## src/rtl/clock_pkg.sv

```systemverilog
`default_nettype none
// ============================================================================
// Module   : clock_pkg
// Purpose  : Shared types and default constants for the clock front end.
//            Holds the per-switch press FSM state encoding and the default
//            debounce / hold / repeat timing used by switch_conditioner.
// Revision : 1.0 - initial release
// ============================================================================
package clock_pkg;

    // Press FSM for one switch channel.
    typedef enum logic [1:0] {
        SW_IDLE   = 2'd0,
        SW_HOLD   = 2'd1,
        SW_REPEAT = 2'd2
    } sw_state_t;

    // Default timing, in clk cycles.
    localparam int c_default_debounce_cycles = 4;
    localparam int c_default_hold_cycles     = 16;
    localparam int c_default_repeat_cycles   = 8;
    localparam int c_default_cnt_w           = 16;

endpackage : clock_pkg
`default_nettype wire

```

## src/rtl/switch_debounce.sv

```systemverilog
`default_nettype none
// ============================================================================
// Module   : switch_debounce
// Purpose  : One switch channel: two-flop synchroniser, counter-based
//            debounce and a press FSM that emits a single-cycle pulse on
//            press, then auto-repeat pulses while the switch stays held.
// Ports    : clk       - system clock, rising edge
//            rst_n     - synchronous active-low reset
//            i_switch  - raw asynchronous switch level (1 = pressed)
//            o_level   - debounced stable level (registered)
//            o_press   - one-cycle press / repeat pulse (registered)
// Revision : 1.0 - initial release
// ============================================================================
module switch_debounce
    import clock_pkg::*;
#(
    parameter int DEBOUNCE_CYCLES = c_default_debounce_cycles,
    parameter int HOLD_CYCLES     = c_default_hold_cycles,
    parameter int REPEAT_CYCLES   = c_default_repeat_cycles,
    parameter bit REPEAT_EN       = 1'b1,
    parameter int CNT_W           = c_default_cnt_w
) (
    input  logic clk,
    input  logic rst_n,
    input  logic i_switch,
    output logic o_level,
    output logic o_press
);

    // Terminal counts; counters clear on reaching these, so they never wrap.
    localparam logic [CNT_W-1:0] c_deb_last  = CNT_W'(DEBOUNCE_CYCLES - 1);
    localparam logic [CNT_W-1:0] c_hold_last = CNT_W'(HOLD_CYCLES - 1);
    localparam logic [CNT_W-1:0] c_rep_last  = CNT_W'(REPEAT_CYCLES - 1);
    localparam logic [CNT_W-1:0] c_cnt_one   = CNT_W'(1);

    logic             r_sync0;
    logic             r_sync1;
    logic             r_level;
    logic             r_level_d;   // previous debounced level, for rise detect
    logic [CNT_W-1:0] r_dcnt;
    logic [CNT_W-1:0] r_rcnt;
    logic             r_press;
    sw_state_t        r_state;

    sw_state_t        w_state_next;
    logic [CNT_W-1:0] w_rcnt_next;
    logic             w_press_next;

    // Synchroniser and debounce. The level only flips after the synchronised
    // input has disagreed with it for DEBOUNCE_CYCLES consecutive edges; any
    // agreement in between restarts the count, which rejects bounce.
    always_ff @(posedge clk) begin
        if (!rst_n) begin
            r_sync0   <= 1'b0;
            r_sync1   <= 1'b0;
            r_level   <= 1'b0;
            r_level_d <= 1'b0;
            r_dcnt    <= '0;
        end else begin
            r_sync0   <= i_switch;
            r_sync1   <= r_sync0;
            r_level_d <= r_level;
            if (r_sync1 == r_level) begin
                r_dcnt <= '0;
            end else if (r_dcnt == c_deb_last) begin
                r_level <= r_sync1;
                r_dcnt  <= '0;
            end else begin
                r_dcnt <= r_dcnt + c_cnt_one;
            end
        end
    end

    // Press FSM state register.
    always_ff @(posedge clk) begin
        if (!rst_n) begin
            r_state <= SW_IDLE;
            r_rcnt  <= '0;
            r_press <= 1'b0;
        end else begin
            r_state <= w_state_next;
            r_rcnt  <= w_rcnt_next;
            r_press <= w_press_next;
        end
    end

    // Press FSM next-state / output logic.
    always_comb begin
        w_state_next = r_state;
        w_rcnt_next  = r_rcnt;
        w_press_next = 1'b0;
        case (r_state)
            SW_IDLE: begin
                if (r_level && !r_level_d) begin
                    w_press_next = 1'b1;
                    w_rcnt_next  = '0;
                    w_state_next = SW_HOLD;
                end
            end
            SW_HOLD: begin
                if (!r_level) begin
                    w_state_next = SW_IDLE;
                end else if (r_rcnt == c_hold_last) begin
                    // Without auto-repeat the counter parks at its terminal
                    // value: no pulse and no further counting until release.
                    if (REPEAT_EN) begin
                        w_press_next = 1'b1;
                        w_rcnt_next  = '0;
                        w_state_next = SW_REPEAT;
                    end
                end else begin
                    w_rcnt_next = r_rcnt + c_cnt_one;
                end
            end
            SW_REPEAT: begin
                if (!r_level) begin
                    w_state_next = SW_IDLE;
                end else if (r_rcnt == c_rep_last) begin
                    w_press_next = 1'b1;
                    w_rcnt_next  = '0;
                end else begin
                    w_rcnt_next = r_rcnt + c_cnt_one;
                end
            end
            default: begin
                w_state_next = SW_IDLE;
            end
        endcase
    end

    assign o_level = r_level;
    assign o_press = r_press;

endmodule : switch_debounce
`default_nettype wire

```

## src/rtl/switch_conditioner.sv

```systemverilog
`default_nettype none
// ============================================================================
// Module   : switch_conditioner
// Purpose  : Conditions the three raw front-panel switches for the clock
//            block: each channel is synchronised, debounced and turned into
//            single-cycle press pulses with hold-to-auto-repeat. Channels are
//            identical and independent.
// Ports    : clk                  - system clock, rising edge
//            rst_n                - synchronous active-low reset
//            switch_1..switch_3   - raw asynchronous switch levels (1=pressed)
//            level_1..level_3     - debounced stable levels (registered)
//            press_1..press_3     - one-cycle press/repeat pulses (registered)
// Revision : 1.0 - initial release
// ============================================================================
module switch_conditioner
    import clock_pkg::*;
#(
    parameter int DEBOUNCE_CYCLES = c_default_debounce_cycles,
    parameter int HOLD_CYCLES     = c_default_hold_cycles,
    parameter int REPEAT_CYCLES   = c_default_repeat_cycles,
    parameter bit REPEAT_EN       = 1'b1,
    parameter int CNT_W           = c_default_cnt_w
) (
    input  logic clk,
    input  logic rst_n,
    input  logic switch_1,
    input  logic switch_2,
    input  logic switch_3,
    output logic level_1,
    output logic level_2,
    output logic level_3,
    output logic press_1,
    output logic press_2,
    output logic press_3
);

    localparam int c_num_ch = 3;

    logic [c_num_ch-1:0] w_switch;
    logic [c_num_ch-1:0] w_level;
    logic [c_num_ch-1:0] w_press;

    assign w_switch = {switch_3, switch_2, switch_1};

    for (genvar gi = 0; gi < c_num_ch; gi++) begin : g_channel
        switch_debounce #(
            .DEBOUNCE_CYCLES (DEBOUNCE_CYCLES),
            .HOLD_CYCLES     (HOLD_CYCLES),
            .REPEAT_CYCLES   (REPEAT_CYCLES),
            .REPEAT_EN       (REPEAT_EN),
            .CNT_W           (CNT_W)
        ) u_switch_debounce (
            .clk      (clk),
            .rst_n    (rst_n),
            .i_switch (w_switch[gi]),
            .o_level  (w_level[gi]),
            .o_press  (w_press[gi])
        );
    end

    assign level_1 = w_level[0];
    assign level_2 = w_level[1];
    assign level_3 = w_level[2];
    assign press_1 = w_press[0];
    assign press_2 = w_press[1];
    assign press_3 = w_press[2];

endmodule : switch_conditioner
`default_nettype wire

```

## config.mk

```make
export PLATFORM = sky130hd
export DESIGN_NAME = switch_conditioner
export DESIGN_NICKNAME = d
export VERILOG_FILES = /design/src/rtl/clock_pkg.sv /design/src/rtl/switch_debounce.sv /design/src/rtl/switch_conditioner.sv
export SDC_FILE = /design/constraint.sdc
export NUM_CORES = 1
export LEC_CHECK = 0
export CORE_ASPECT_RATIO = 1.75
export CORE_UTILIZATION = 55
export DETAILED_ROUTE_END_ITERATION = 12
export PLACE_DENSITY = 0.72
export SYNTH_ARGS = -nofsm -noshare
export SYNTH_HDL_FRONTEND = slang
export SYNTH_HIERARCHICAL = 1
export SYNTH_SLANG_ARGS = --single-unit
```

## constraint.sdc

```tcl
create_clock -name clk -period 3.87 [get_ports clk]
set_input_delay 1.161 -clock clk [delete_from_list [all_inputs] [get_ports clk]]
set_output_delay 1.161 -clock clk [all_outputs]
set_load 0.02 [all_outputs]
```

==> summary.md <==
| Metric | Value |
|---|---|
| Grt ovf | `0` |
| Worst-path clk slew | `0.05 ns` |
| Slew Viols, Final | `0` |
| Fmax | `0.353 GHz` |
| Syn Area/Cell | `8.95 um^2` |
| Required time worst endpoint | `4.12 ns` |
| Row cnt | `49` |
| Sequential power share | `0.412` |
| Worst hold path type | `register to register` |
| Synthesis-to-finish area growth | `13.3%` |
| Pleak | `0.00238 uW` |
| Critical path class | `primary input to register` |
| Worst path cell trace | `clkdlybuf4s50_1, o211ai_1, a21oi_1, a21oi_1, nor2_1` |
| Post-synth top area cell | `dfxtp_1` |
| Vias in the first global route | `4,646` |
| Top-count cell post-synth | `dfxtp_1` |
| Post-synthesis sequential area ratio | `0.401` |
| Clock Power Share | `0.538` |
| Slew HR | `0.319` |
| P_sw | `~660 uW` |
| H-tree depth | `4` |
| P_int | `2340 uW` |
| Vias/cell | `5.96` |
| PnR worst setup slack | `around 1.0 ns` |
| Detail Route Antenna Nets | `0` |
| Hold Startpoint | `g_channel[1].u_switch_debounce/r_sync0` |
| TritonCTS clock tree | `done` |
| # IOs | `11` |
| Root Driver | `clkbuf_16` |
| Antenna violations before repair | `0` |
| Final nets | `just under 700` |
| Async SR Flop Fraction | `0` |
| Hold endpoint | `g_channel[1].u_switch_debounce/r_sync1` |
| Final Instance Area | `0.00661 mm^2` |
| CP max-delay cell | `a21oi_1` |
| Antenna cell count | `0` |
| 1st-iter DRT viols | `around 180` |
| Worst vdd ir | `0.000331 V` |
| Synth top area share | `0.401` |
| Top post-synthesis cells by count | `117 x dfxtp_1, 66 x nor2_1, 39 x nand3_1, 35 x nand2_1, 35 x xor2_1` |
| Placed Area | `0.00600 mm^2` |
| Power density over the cells | `around 450 mW/mm^2` |
| RR Endpoint | `g_channel[2].u_switch_debounce/r_rcnt[2]` |
| Syn Nets | `678` |
| Placed cells | `770` |
| Tmin final | `2.83 ns` |
| Die Ht | `138 um` |
| Sw Ratio | `0.219` |
| Die width | `~80 um` |
| Total GRT Usage | `0.236` |
| Number of flops mapped to enable cells by yosys | `0` |
| Post-synthesis register bit count | `117` |
| Share of post-route cells with drive strength above 1 | `0.0846` |
| Finished Layout Cells | `801` |
| Num Clock Sinks | `117` |
| Crit end category | `register` |
| Worst reg2reg setup slack | `about 1.2 ns` |
| Largest cells by area after synthesis | `dfxtp_1 40%, xor2_1 5.3%, ha_1 4.5%` |
| Vias | `4,775` |
| Routability cong. | `0.798` |
| Setup WS pre-CTS | `between 0.6 and 0.7 ns` |
| CP arrival | `3.08 ns` |
| Status | `finished clean` |
| Mapped Area | `0.00584 mm^2` |
| First-pass detailed-route iteration total | `4` |
| CP max FO | `14` |
| Critical Path Start Type | `primary input` |
| Synth Instances | `652` |
| Fill cell count | `852` |
| Setup violations, final | `0` |
| Hold path depth | `1` |
| Critical path's largest stage delay | `0.80 ns` |
| Num CTS Buffers | `17` |
| RSZ-0062 raised after global routing | `false` |
| Post-cts gate resize count | `0` |
| Reg2reg path depth | `7` |
| Detailed-route DRC error count | `0` |
| Hold-fix buffers, CTS | `0` |
| Post-DP HPWL | `8.15 mm` |
| Period utilization | `0.732` |
| Top FF cell, synth | `dfxtp_1` |
| DIE AREA | `0.0110 mm^2` |
| First-pass GRT wire length | `20.9 mm` |
| Combinational share of power | `0.050` |
| Core Region | `0.0103 mm^2` |
| Synth Warn # | `6` |
| Largest net degree at the start of global routing | `17` |
| Final setup TNS | `0 ns` |
| Max Cap Viol | `0` |
| Deepest clock path buffer count | `2` |
| Worst-Margin Slew | `approximately 1 ns` |
| Distinct cells, synth | `55` |
| Skew-Pair Late Insertion Delay | `0.41 ns` |
| Most common cell on crit path | `a21oi_1` |
| Wire per inst | `between 15 and 20 um` |
| Worst r2r src | `g_channel[2].u_switch_debounce/r_state[0]` |
| Setup bufs post-CTS | `0` |
| Initial Util | `0.567` |
| Final Power | `between 3000 and 4000 uW` |
| Drt total wl | `12.1 mm` |
| PortBufs | `10` |
| Clock Skew | `0.00570 ns` |
| Final Hold Vio Count | `0` |
==> through the flow <==
| stage | util | hold WS (ns) |
|---|---|---|
| floorplan | - | 0.412 |
| global placement | 0.582 | 0.422 |
| detailed placement | 0.582 | 0.420 |
| CTS | 0.642 | 0.442 |
| global route | 0.642 | 0.446 |
| finish | 0.642 | 0.443 |
==> power by group through the flow <==
| stage | sequential, uW | clock [uW] | combinational (uW) |
|---|---|---|---|
| finish | 1240 | 1610 | 151 |
| global route | 1240 | 1700 | 167 |
| CTS | 1240 | 1630 | 150 |
| detailed placement | 1260 | 0 | 148 |
| global placement | 1260 | 0 | 144 |
| floorplan | 1260 | 0 | 125 |
==> sequential cells by signal, indices dropped and copies added (netlist names) <==
signal / count
g_channel.u_switch_debounce/r_sync1: 3
g_channel.u_switch_debounce/r_dcnt: 48
g_channel.u_switch_debounce/r_state: 6
g_channel.u_switch_debounce/r_sync0: 3
g_channel.u_switch_debounce/r_rcnt: 48
g_channel.u_switch_debounce/o_level: 3
g_channel.u_switch_debounce/o_press: 3
g_channel.u_switch_debounce/r_level_d: 3
==> kinds of logic (layout without fill, tap and decap cells) <==
group	count (synthesis)	in the layout	synth area share
mux	9	9	0.0154
xor+xnor	64	64	0.0961
buf+inv	47	69	0.0356
simple gates	296	296	0.278
fa+ha+maj	21	21	0.0450
compound gates	98	98	0.129
flops	117	117	0.401
==> cell usage in the layout, fill, tap and decap left out, drive strengths merged, types with 3 or more instances in the layout <==
cell             n
o31a             4
dfxtp          117
xor2            35
clkdlybuf4s50   10
nand2b           3
and2            14
o31ai            6
o2bb2a           6
clkinv           4
nor4            29
and4             5
or2              4
o211ai          10
nor3            18
ha              21
nand2           36
a21oi           17
and3            19
or3             14
xnor2           29
inv             26
bufinv           3
nor2            66
a22oi           20
nor2b            7
mux2i            9
nand4           25
clkbuf          22
o21ai           21
nand3           39
or4              7
==> worst max-delay path, delay by kind of cell <==
kind,cells,cell delay (ns)
AO/OA/AOI/OAI,3,1.15
buffers and inverters,1,0.65
AND/OR/NAND/NOR,1,0.12
==> worst max path at each step <==
stage	start	slack, ns	end	cells past startpoint
global route	rst_n	0.84	g_channel[2].u_switch_debounce/r_rcnt[2]	5
detailed placement	rst_n	0.61	g_channel[2].u_switch_debounce/r_rcnt[9]	5
finish	rst_n	1.04	g_channel[2].u_switch_debounce/r_rcnt[2]	5
CTS	rst_n	1.05	g_channel[2].u_switch_debounce/r_rcnt[9]	5
floorplan	g_channel[2].u_switch_debounce/r_state[0]	1.78	g_channel[2].u_switch_debounce/r_rcnt[8]	7
global placement	rst_n	0.66	g_channel[2].u_switch_debounce/r_rcnt[11]	5
==> layer usage <==
metal,up-vias,GRT usage,part of all wire
li1,2374,-,-
met1,2302,0.264,0.42
met2,76,0.414,0.53
met3,23,0.0574,0.026
met4,0,0.0987,0.021
met5,-,0,0
==> layout make-up <==
type / count / area [um^2] / area share
Inverter: 26 / 97.6 / 0.0148
Multi-Input combinational cell: 488 / 3290 / 0.497
Clock inverter: 9 / 125 / 0.0189
Clock buffer: 22 / 484 / 0.0733
Sequential cell: 117 / 2340 / 0.354
Timing Repair Buffer: 12 / 115 / 0.0174
Tap cell: 127 / 159 / 0.0240
No activity file was read; power rests on OpenSTA's default activity.
